--- src/rtl/eth_pattern_gen_if.sv ---
// eth_pattern_gen_if: AXI-stream style payload bus.
// master drives data/valid/last, slave returns ready.
interface eth_pattern_gen_if #(
  parameter int DATA_SIZE = 16
);
  logic [DATA_SIZE-1:0] axiod;
  logic                 axiov;
  logic                 axiol;
  logic                 axior;

  modport master (
    output axiod, axiov, axiol,
    input  axior
  );

  modport slave (
    input  axiod, axiov, axiol,
    output axior
  );
endinterface

--- src/rtl/eth_pattern_gen.sv ---
// eth_pattern_gen: triggered packet source with TABLE/INCR/LFSR/CONST data.
// Define PATGEN_CHECKSUM_EN to append an XOR checksum word to each packet.
module eth_pattern_gen #(
  parameter int DATA_SIZE = 16,
  parameter int LEN_W     = 8,
  parameter int CNT_W     = 8,
  parameter     SEED      = 16'hABCD,
  parameter     LFSR_TAPS = 16'hB400
) (
  input  logic               clk,
  input  logic               rst_n,
  input  logic               trigger,
  input  logic [1:0]         mode,
  input  logic [LEN_W-1:0]   pkt_len,
  input  logic [CNT_W-1:0]   num_pkts,
  input  logic [LEN_W-1:0]   gap_cycles,
  eth_pattern_gen_if.master  axis,
  output logic               busy,
  output logic [CNT_W-1:0]   pkts_sent
);

  localparam logic [DATA_SIZE-1:0] SEED_W = DATA_SIZE'(SEED);
  localparam logic [DATA_SIZE-1:0] TAPS_W = DATA_SIZE'(LFSR_TAPS);
  localparam logic [DATA_SIZE-1:0] LFSR_INIT =
    (SEED_W == '0) ? DATA_SIZE'(1) : SEED_W;

  localparam logic [DATA_SIZE-1:0] T0 = DATA_SIZE'(16'hABCD);
  localparam logic [DATA_SIZE-1:0] T1 = DATA_SIZE'(16'h6969);
  localparam logic [DATA_SIZE-1:0] T2 = DATA_SIZE'(16'hFFFF);
  localparam logic [DATA_SIZE-1:0] T3 = DATA_SIZE'(16'h0420);

  localparam logic [1:0] M_TABLE = 2'd0;
  localparam logic [1:0] M_INCR  = 2'd1;
  localparam logic [1:0] M_LFSR  = 2'd2;

  typedef enum logic [1:0] {
    IDLE,
    SEND,
    GAP
  } state_t;

  function automatic logic [DATA_SIZE-1:0] lfsr_next(
    input logic [DATA_SIZE-1:0] v
  );
    lfsr_next = (v >> 1) ^ (v[0] ? TAPS_W : '0);
  endfunction

  state_t               state_q, state_d;
  logic                 trig_q, rise_q;
  logic [1:0]           mode_q, tidx_q;
  logic [LEN_W-1:0]     len_q, gap_q, gcnt_q, widx_q;
  logic [CNT_W-1:0]     rem_q, sent_q;
  logic [DATA_SIZE-1:0] val_q, tbl_word, word, tx_word;
  logic                 valid, xfer, last, adv, pkt_end, accept;
  logic                 rem_last;

  always_comb begin
    tbl_word = T0;
    unique case (tidx_q)
      2'd0: tbl_word = T0;
      2'd1: tbl_word = T1;
      2'd2: tbl_word = T2;
      2'd3: tbl_word = T3;
    endcase
  end

  assign word  = (mode_q == M_TABLE) ? tbl_word : val_q;
  assign valid = (state_q == SEND);
  assign xfer  = valid & axis.axior;

`ifdef PATGEN_CHECKSUM_EN
  logic [DATA_SIZE-1:0] acc_q;
  logic                 chk_ph;

  // Index pkt_len is the trailing checksum slot.
  assign chk_ph  = (widx_q == len_q);
  assign last    = chk_ph;
  assign adv     = xfer & ~chk_ph;
  assign tx_word = chk_ph ? acc_q : word;

  always_ff @(posedge clk or negedge rst_n) begin
    if (!rst_n) begin
      acc_q <= '0;
    end else if (accept || pkt_end) begin
      acc_q <= '0;
    end else if (adv) begin
      acc_q <= acc_q ^ word;
    end
  end
`else
  assign last    = (widx_q == len_q - LEN_W'(1));
  assign adv     = xfer;
  assign tx_word = word;
`endif

  assign pkt_end  = xfer & last;
  assign rem_last = (rem_q == CNT_W'(1));
  assign accept   = (state_q == IDLE) & rise_q &
                    (|pkt_len) & (|num_pkts);

  always_comb begin
    state_d = state_q;
    unique case (state_q)
      IDLE: begin
        if (accept) state_d = SEND;
      end
      SEND: begin
        if (pkt_end) begin
          if (rem_last)          state_d = IDLE;
          else if (gap_q != '0)  state_d = GAP;
        end
      end
      GAP: begin
        if (gcnt_q == LEN_W'(1)) state_d = SEND;
      end
      default: state_d = IDLE;
    endcase
  end

  always_ff @(posedge clk or negedge rst_n) begin
    if (!rst_n) begin
      state_q <= IDLE;
    end else begin
      state_q <= state_d;
    end
  end

  always_ff @(posedge clk or negedge rst_n) begin
    if (!rst_n) begin
      trig_q <= 1'b0;
      rise_q <= 1'b0;
      mode_q <= M_TABLE;
      len_q  <= '0;
      gap_q  <= '0;
      rem_q  <= '0;
      gcnt_q <= '0;
      widx_q <= '0;
      tidx_q <= '0;
      val_q  <= '0;
      sent_q <= '0;
    end else begin
      trig_q <= trigger;
      rise_q <= trigger & ~trig_q;
      if (accept) begin
        mode_q <= mode;
        len_q  <= pkt_len;
        gap_q  <= gap_cycles;
        rem_q  <= num_pkts;
        widx_q <= '0;
        tidx_q <= '0;
        val_q  <= (mode == M_LFSR) ? LFSR_INIT : SEED_W;
      end
      if (adv) begin
        tidx_q <= tidx_q + 2'd1;
        unique case (1'b1)
          mode_q == M_INCR: val_q <= val_q + DATA_SIZE'(1);
          mode_q == M_LFSR: val_q <= lfsr_next(val_q);
          default:          val_q <= val_q;
        endcase
      end
      if (xfer) begin
        widx_q <= last ? '0 : widx_q + LEN_W'(1);
      end
      if (pkt_end) begin
        sent_q <= sent_q + CNT_W'(1);
        rem_q  <= rem_q - CNT_W'(1);
        gcnt_q <= gap_q;
      end else if (state_q == GAP) begin
        gcnt_q <= gcnt_q - LEN_W'(1);
      end
    end
  end

  assign axis.axiod = valid ? tx_word : '0;
  assign axis.axiov = valid;
  assign axis.axiol = valid & last;
  assign busy       = (state_q != IDLE);
  assign pkts_sent  = sent_q;

endmodule

--- src/flat_wrapper.sv ---
// flat-port wrapper written by rule: the top's interface ports become plain ports
module eth_pattern_gen_flat 
#(
  parameter int DATA_SIZE = 16,
  parameter int LEN_W     = 8,
  parameter int CNT_W     = 8,
  parameter     SEED      = 16'hABCD,
  parameter     LFSR_TAPS = 16'hB400
)
  (clk, rst_n, trigger, mode, pkt_len, num_pkts, gap_cycles, busy, pkts_sent, axis_axiod, axis_axiov, axis_axiol, axis_axior);
  eth_pattern_gen_if #(.DATA_SIZE(DATA_SIZE)) axis_i ();
  input  logic clk;
  input  logic rst_n;
  input  logic trigger;
  input  logic [1:0] mode;
  input  logic [LEN_W-1:0] pkt_len;
  input  logic [CNT_W-1:0] num_pkts;
  input  logic [LEN_W-1:0] gap_cycles;
  output logic busy;
  output logic [CNT_W-1:0] pkts_sent;
  output wire logic [$bits(axis_i.axiod)-1:0] axis_axiod;
  output wire logic [$bits(axis_i.axiov)-1:0] axis_axiov;
  output wire logic [$bits(axis_i.axiol)-1:0] axis_axiol;
  input wire logic [$bits(axis_i.axior)-1:0] axis_axior;
  assign axis_axiod = axis_i.axiod;
  assign axis_axiov = axis_i.axiov;
  assign axis_axiol = axis_i.axiol;
  assign axis_i.axior = axis_axior;
  eth_pattern_gen #(.DATA_SIZE(DATA_SIZE), .LEN_W(LEN_W), .CNT_W(CNT_W), .SEED(SEED), .LFSR_TAPS(LFSR_TAPS)) u_core (.clk(clk), .rst_n(rst_n), .trigger(trigger), .mode(mode), .pkt_len(pkt_len), .num_pkts(num_pkts), .gap_cycles(gap_cycles), .axis(axis_i), .busy(busy), .pkts_sent(pkts_sent));
endmodule
--- config.mk ---
export PLATFORM = sky130hd
export DESIGN_NAME = eth_pattern_gen_flat
export DESIGN_NICKNAME = d
export VERILOG_FILES = /design/src/rtl/eth_pattern_gen_if.sv /design/src/rtl/eth_pattern_gen.sv /design/src/flat_wrapper.sv
export SDC_FILE = /design/constraint.sdc
export NUM_CORES = 1
export LEC_CHECK = 0
export BUFFER_PORTS_ARGS = -buffer_cell sky130_fd_sc_hd__buf_4
export CAP_MARGIN = 20
export CORE_AREA = 4 4 124 126
export DETAILED_ROUTE_END_ITERATION = 6
export DIE_AREA = 0 0 128 130
export GPL_ROUTABILITY_DRIVEN = 0
export GPL_TIMING_DRIVEN = 1
export PLACE_DENSITY = 0.51
export REMOVE_ABC_BUFFERS = 1
export SYNTH_ARGS = -nofsm -noshare
export SYNTH_HDL_FRONTEND = slang
export SYNTH_SLANG_ARGS = --single-unit
--- constraint.sdc ---
create_clock -name clk -period 2.4 [get_ports clk]
set_clock_uncertainty 0.2 [all_clocks]
set_input_delay 0.12 -clock clk [delete_from_list [all_inputs] [get_ports clk]]
set_output_delay 0.12 -clock clk [all_outputs]
set_load 0.03 [all_outputs]
==> results.txt <==
The reg-to-reg setup timing slack is -230 ps. The number of buffers between clock root and the deepest sink came out at 2. The worst setup path is launched from a flop.

The flip-flop cell with the highest count after synthesis is sky130_fd_sc_hd__dfrtp_1. The final period demand of the worst path came out at 2630 ps. The final hold violation count was 0. In this run the cell area of the synthesized design comes to 4380 um^2. The wire length per cell after detailed routing came out at 15.8 um.

The quantity of I/O buffers inserted on ports came out at 56. The worst vdd rail ir drop is 286 uV. The number of design-rule violations left by the first detailed-router iteration is 302. Traced cell by cell, the critical path runs through or3_4 > or3_4 > a211oi_4 > nor2_2 > buf_6 > nor3_4 > buf_6 > mux2_4. The overall die width is 128 um. The floorplan core area is 14300 um^2. The critical path arrival is 2650 ps. The source-to-sink clock delay at the later pin of the worst-skew pair is 340 ps. The number of inserted diodes is 0. The flow ran to the end, but the final reports show violations. The tree is rooted in a sky130_fd_sc_hd__clkbuf_16.

The total DRC errors in the routed layout is 0. The fmax is 380 MHz. The number of ports placed on the die boundary came out at 57.

The die is 130 um tall. Synthesis produced 518 cells. Summed over all layers, the routed wires come to 13300 um.

The static power due to leakage came out at 0.00303 uW. The mean instance size in the synthesized netlist is 8.45 um^2. The sink count of the clock tree is 72. The number of global-route vias before repair is 4407. Hold timing on the final database bottoms out at a slack of 85.8 ps. The net count reported at finish came out at 695. The number of antenna violations at the first check in global routing came out at 0. The transition time of the tightest slew-check pin is 965 ps. The total global-route track usage is 16.2%. In the post-synthesis netlist, the biggest area contributors are sky130_fd_sc_hd__dfrtp_1 41%, sky130_fd_sc_hd__nand2_1 7.8%, sky130_fd_sc_hd__nor2_1 4.5%.

Using the TritonRoute via totals, the vias-per-cell ratio works out to 5.09. The worst setup path is captured at a flop. After clock tree synthesis, the clock-pin slew on the worst setup and hold paths is 60 ps. The type of the worst setup path is flop to flop. The checks that failed: negative setup slack.

The initial core utilization is 30.6%. The area added between synthesis and finish came out at 47.9%. The data required time of the worst path is 2430 ps. The most used standard cell by instance count after synthesis is sky130_fd_sc_hd__nand2_1. The area share of the largest cell type after synthesis came out at 41.2%.

The synthesis-stage register bit count is 72. Yosys mapped the design onto 61 distinct sky130hd cell types. The cell with the largest stage delay on the worst path is sky130_fd_sc_hd__dfrtp_2. The pin count of the biggest net entering global routing is 73. The tightest min-delay check is of the input pin to flop type. Counting flops with a built-in enable in the synthesized netlist gives 0. The power after layout is 3750 uW. In this run the core area contains 44 standard-cell rows. The number of buffers created by CTS is 9. The layout has 1377 filler cells.

The share of final-layout standard cells stronger than drive strength 1 came out at 30.0%. The final worst setup slack is -228 ps. The part of the Yosys area used for sequential elements is 41.2%.

The delay contributed by the slowest stage of the critical path is 440 ps. Max-cap violations in this run came to 0. Measured against its own limit, the worst slew margin works out to 35.7%. In this run the worst path has a maximum fanout of 6. The final route contains 4283 vias. The fraction of the cycle the final worst path needs is 110%. The max-slew violation total from the final report came out at 0. The synthesized design spends more area on one cell type than any other, namely sky130_fd_sc_hd__dfrtp_1. The H-tree was split into 3 levels. The final-report setup violation count came out at 34. Counting instances in the post-synthesis netlist gives the leading cell types as 91 x sky130_fd_sc_hd__nand2_1, 72 x sky130_fd_sc_hd__dfrtp_1, 52 x sky130_fd_sc_hd__nor2_1. The floorplan step defined a die boundary enclosing 16600 um^2. The clock tree from TritonCTS is yes. The async set-reset flop share out of synthesis is 100%. Setup repair after global routing could not meet its margin everywhere. The count of TritonRoute iterations in the first routing pass came out at 5. The placed wire-length estimate after detailed placement came out at 8900 um. The total number of yosys warnings is 0. The first global-routing pass estimated 21800 um of wire. The count of antenna-violating nets left after detailed routing is 0. The aggregate global routing overflow is 0. The power density normalized to cell area came out at 580 nW/um^2.
[repair_timing]
action,in CTS,in global routing
buffers inserted,10,6
endpoints found under the setup margin,29,38
hold buffers,27,0
hold endpoints to repair,99,0
gates resized for setup,51,48
pin swaps,19,24
gates cloned,2,1
[state kept, by name, indices dropped and copies added (netlist names)]
register          count
u_core.tidx_q         2
u_core.mode_q         2
u_core.gcnt_q         8
u_core.widx_q         8
u_core.rise_q         1
u_core.pkts_sent      8
u_core.trig_q         1
u_core.val_q         16
u_core.gap_q          8
u_core.len_q          8
u_core.rem_q          8
u_core.state_q        2
[worst paths after layout]
kind                                                 to  cells past startpoint                   startpoint
max                        u_core.gcnt_q[0]$_DFFE_PN0P_                      8  u_core.len_q[3]$_DFFE_PN0P_
min                         u_core.rem_q[6]$_DFFE_PN0P_                      4                  num_pkts[6]
max reg2reg                u_core.gcnt_q[0]$_DFFE_PN0P_                      8  u_core.len_q[3]$_DFFE_PN0P_
min reg2reg                     u_core.rise_q$_DFF_PN0_                      1      u_core.trig_q$_DFF_PN0_
max in group asynchronous   u_core.len_q[2]$_DFFE_PN0P_                      2                        rst_n
min in group asynchronous  u_core.mode_q[1]$_DFFE_PN0P_                      2                        rst_n
[area by class of cell]
type / instances / area (um^2) / area share, %
multi-input combinational: 400 / 2720 / 41.9
sequential: 72 / 1810 / 27.9
inverter: 21 / 78.8 / 1.22
clock buffer: 11 / 253 / 3.90
timing repair buffer: 148 / 1330 / 20.5
tap: 184 / 230 / 3.56
clock inverter: 5 / 62.6 / 0.967
[per-stage QoR]
stage               cells  worst slack [ps]  instance area (um^2)  utilization, %  TNS, ps
floorplan             493              -403                  4270               -    -4310
global placement      779              -115                  5280            36.9    -1130
detailed placement    779              -171                  5280            36.9    -2530
CTS                   834              -181                  6210            43.4    -2740
global route          841              -301                  6470            45.2    -6380
finish                841              -228                  6470            45.2    -3870
[placed cells by master (no fill, tap or decap), drive strengths merged, types with 5 or more instances in the layout]
cell type	synthesis	final
a211o	7	7
a21oi	26	26
a31o	6	6
a31oi	8	8
buf	7	120
clkbuf	18	12
dfrtp	72	72
dlygate4sd3	0	27
ha	13	13
inv	21	23
mux2i	6	6
nand2	91	91
nand2b	7	7
nand3	20	20
nand4	9	9
nor2	53	53
nor2b	5	5
nor3	15	15
nor4	12	12
o21ai	31	31
o22ai	6	6
or3	7	7
xnor2	15	15
xor2	9	9
[layer usage]
| layer | part of all wire [%] | up-vias | GRT usage [%] | wire, um |
|---|---|---|---|---|
| met5 | 0 | - | 0 | 0 |
| li1 | - | 2095 | - | - |
| met2 | 47 | 113 | 26.3 | 6240 |
| met4 | 2.4 | 0 | 6.43 | 324 |
| met3 | 4.0 | 24 | 2.46 | 524 |
| met1 | 47 | 2051 | 21.9 | 6170 |
[critical path: cells and delay by family, from the launching register on]
| kind | cells | cell delay (ps) |
|---|---|---|
| multiplexers | 1 | 300 |
| flip-flops | 1 | 440 |
| buffers and inverters | 2 | 310 |
| AND/OR/NAND/NOR | 4 | 1010 |
| AO/OA/AOI/OAI | 1 | 250 |
[cells by family after synthesis]
kind of cell	after synthesis	synth area share [%]
compound gates	116	17.4
mux	9	2.14
xor+xnor	25	5.32
buf+inv	46	4.20
fa+ha+maj	13	3.72
simple gates	237	26.0
flops	72	41.2
[report_power, final]
part           leakage, uW  total (uW)  switching [uW]  internal [uW]
Clock             0.000149        1420             548            869
Sequential        0.000898        1420             117           1300
Combinational      0.00199         916             449            467
Power figures use the tool's default switching activity.
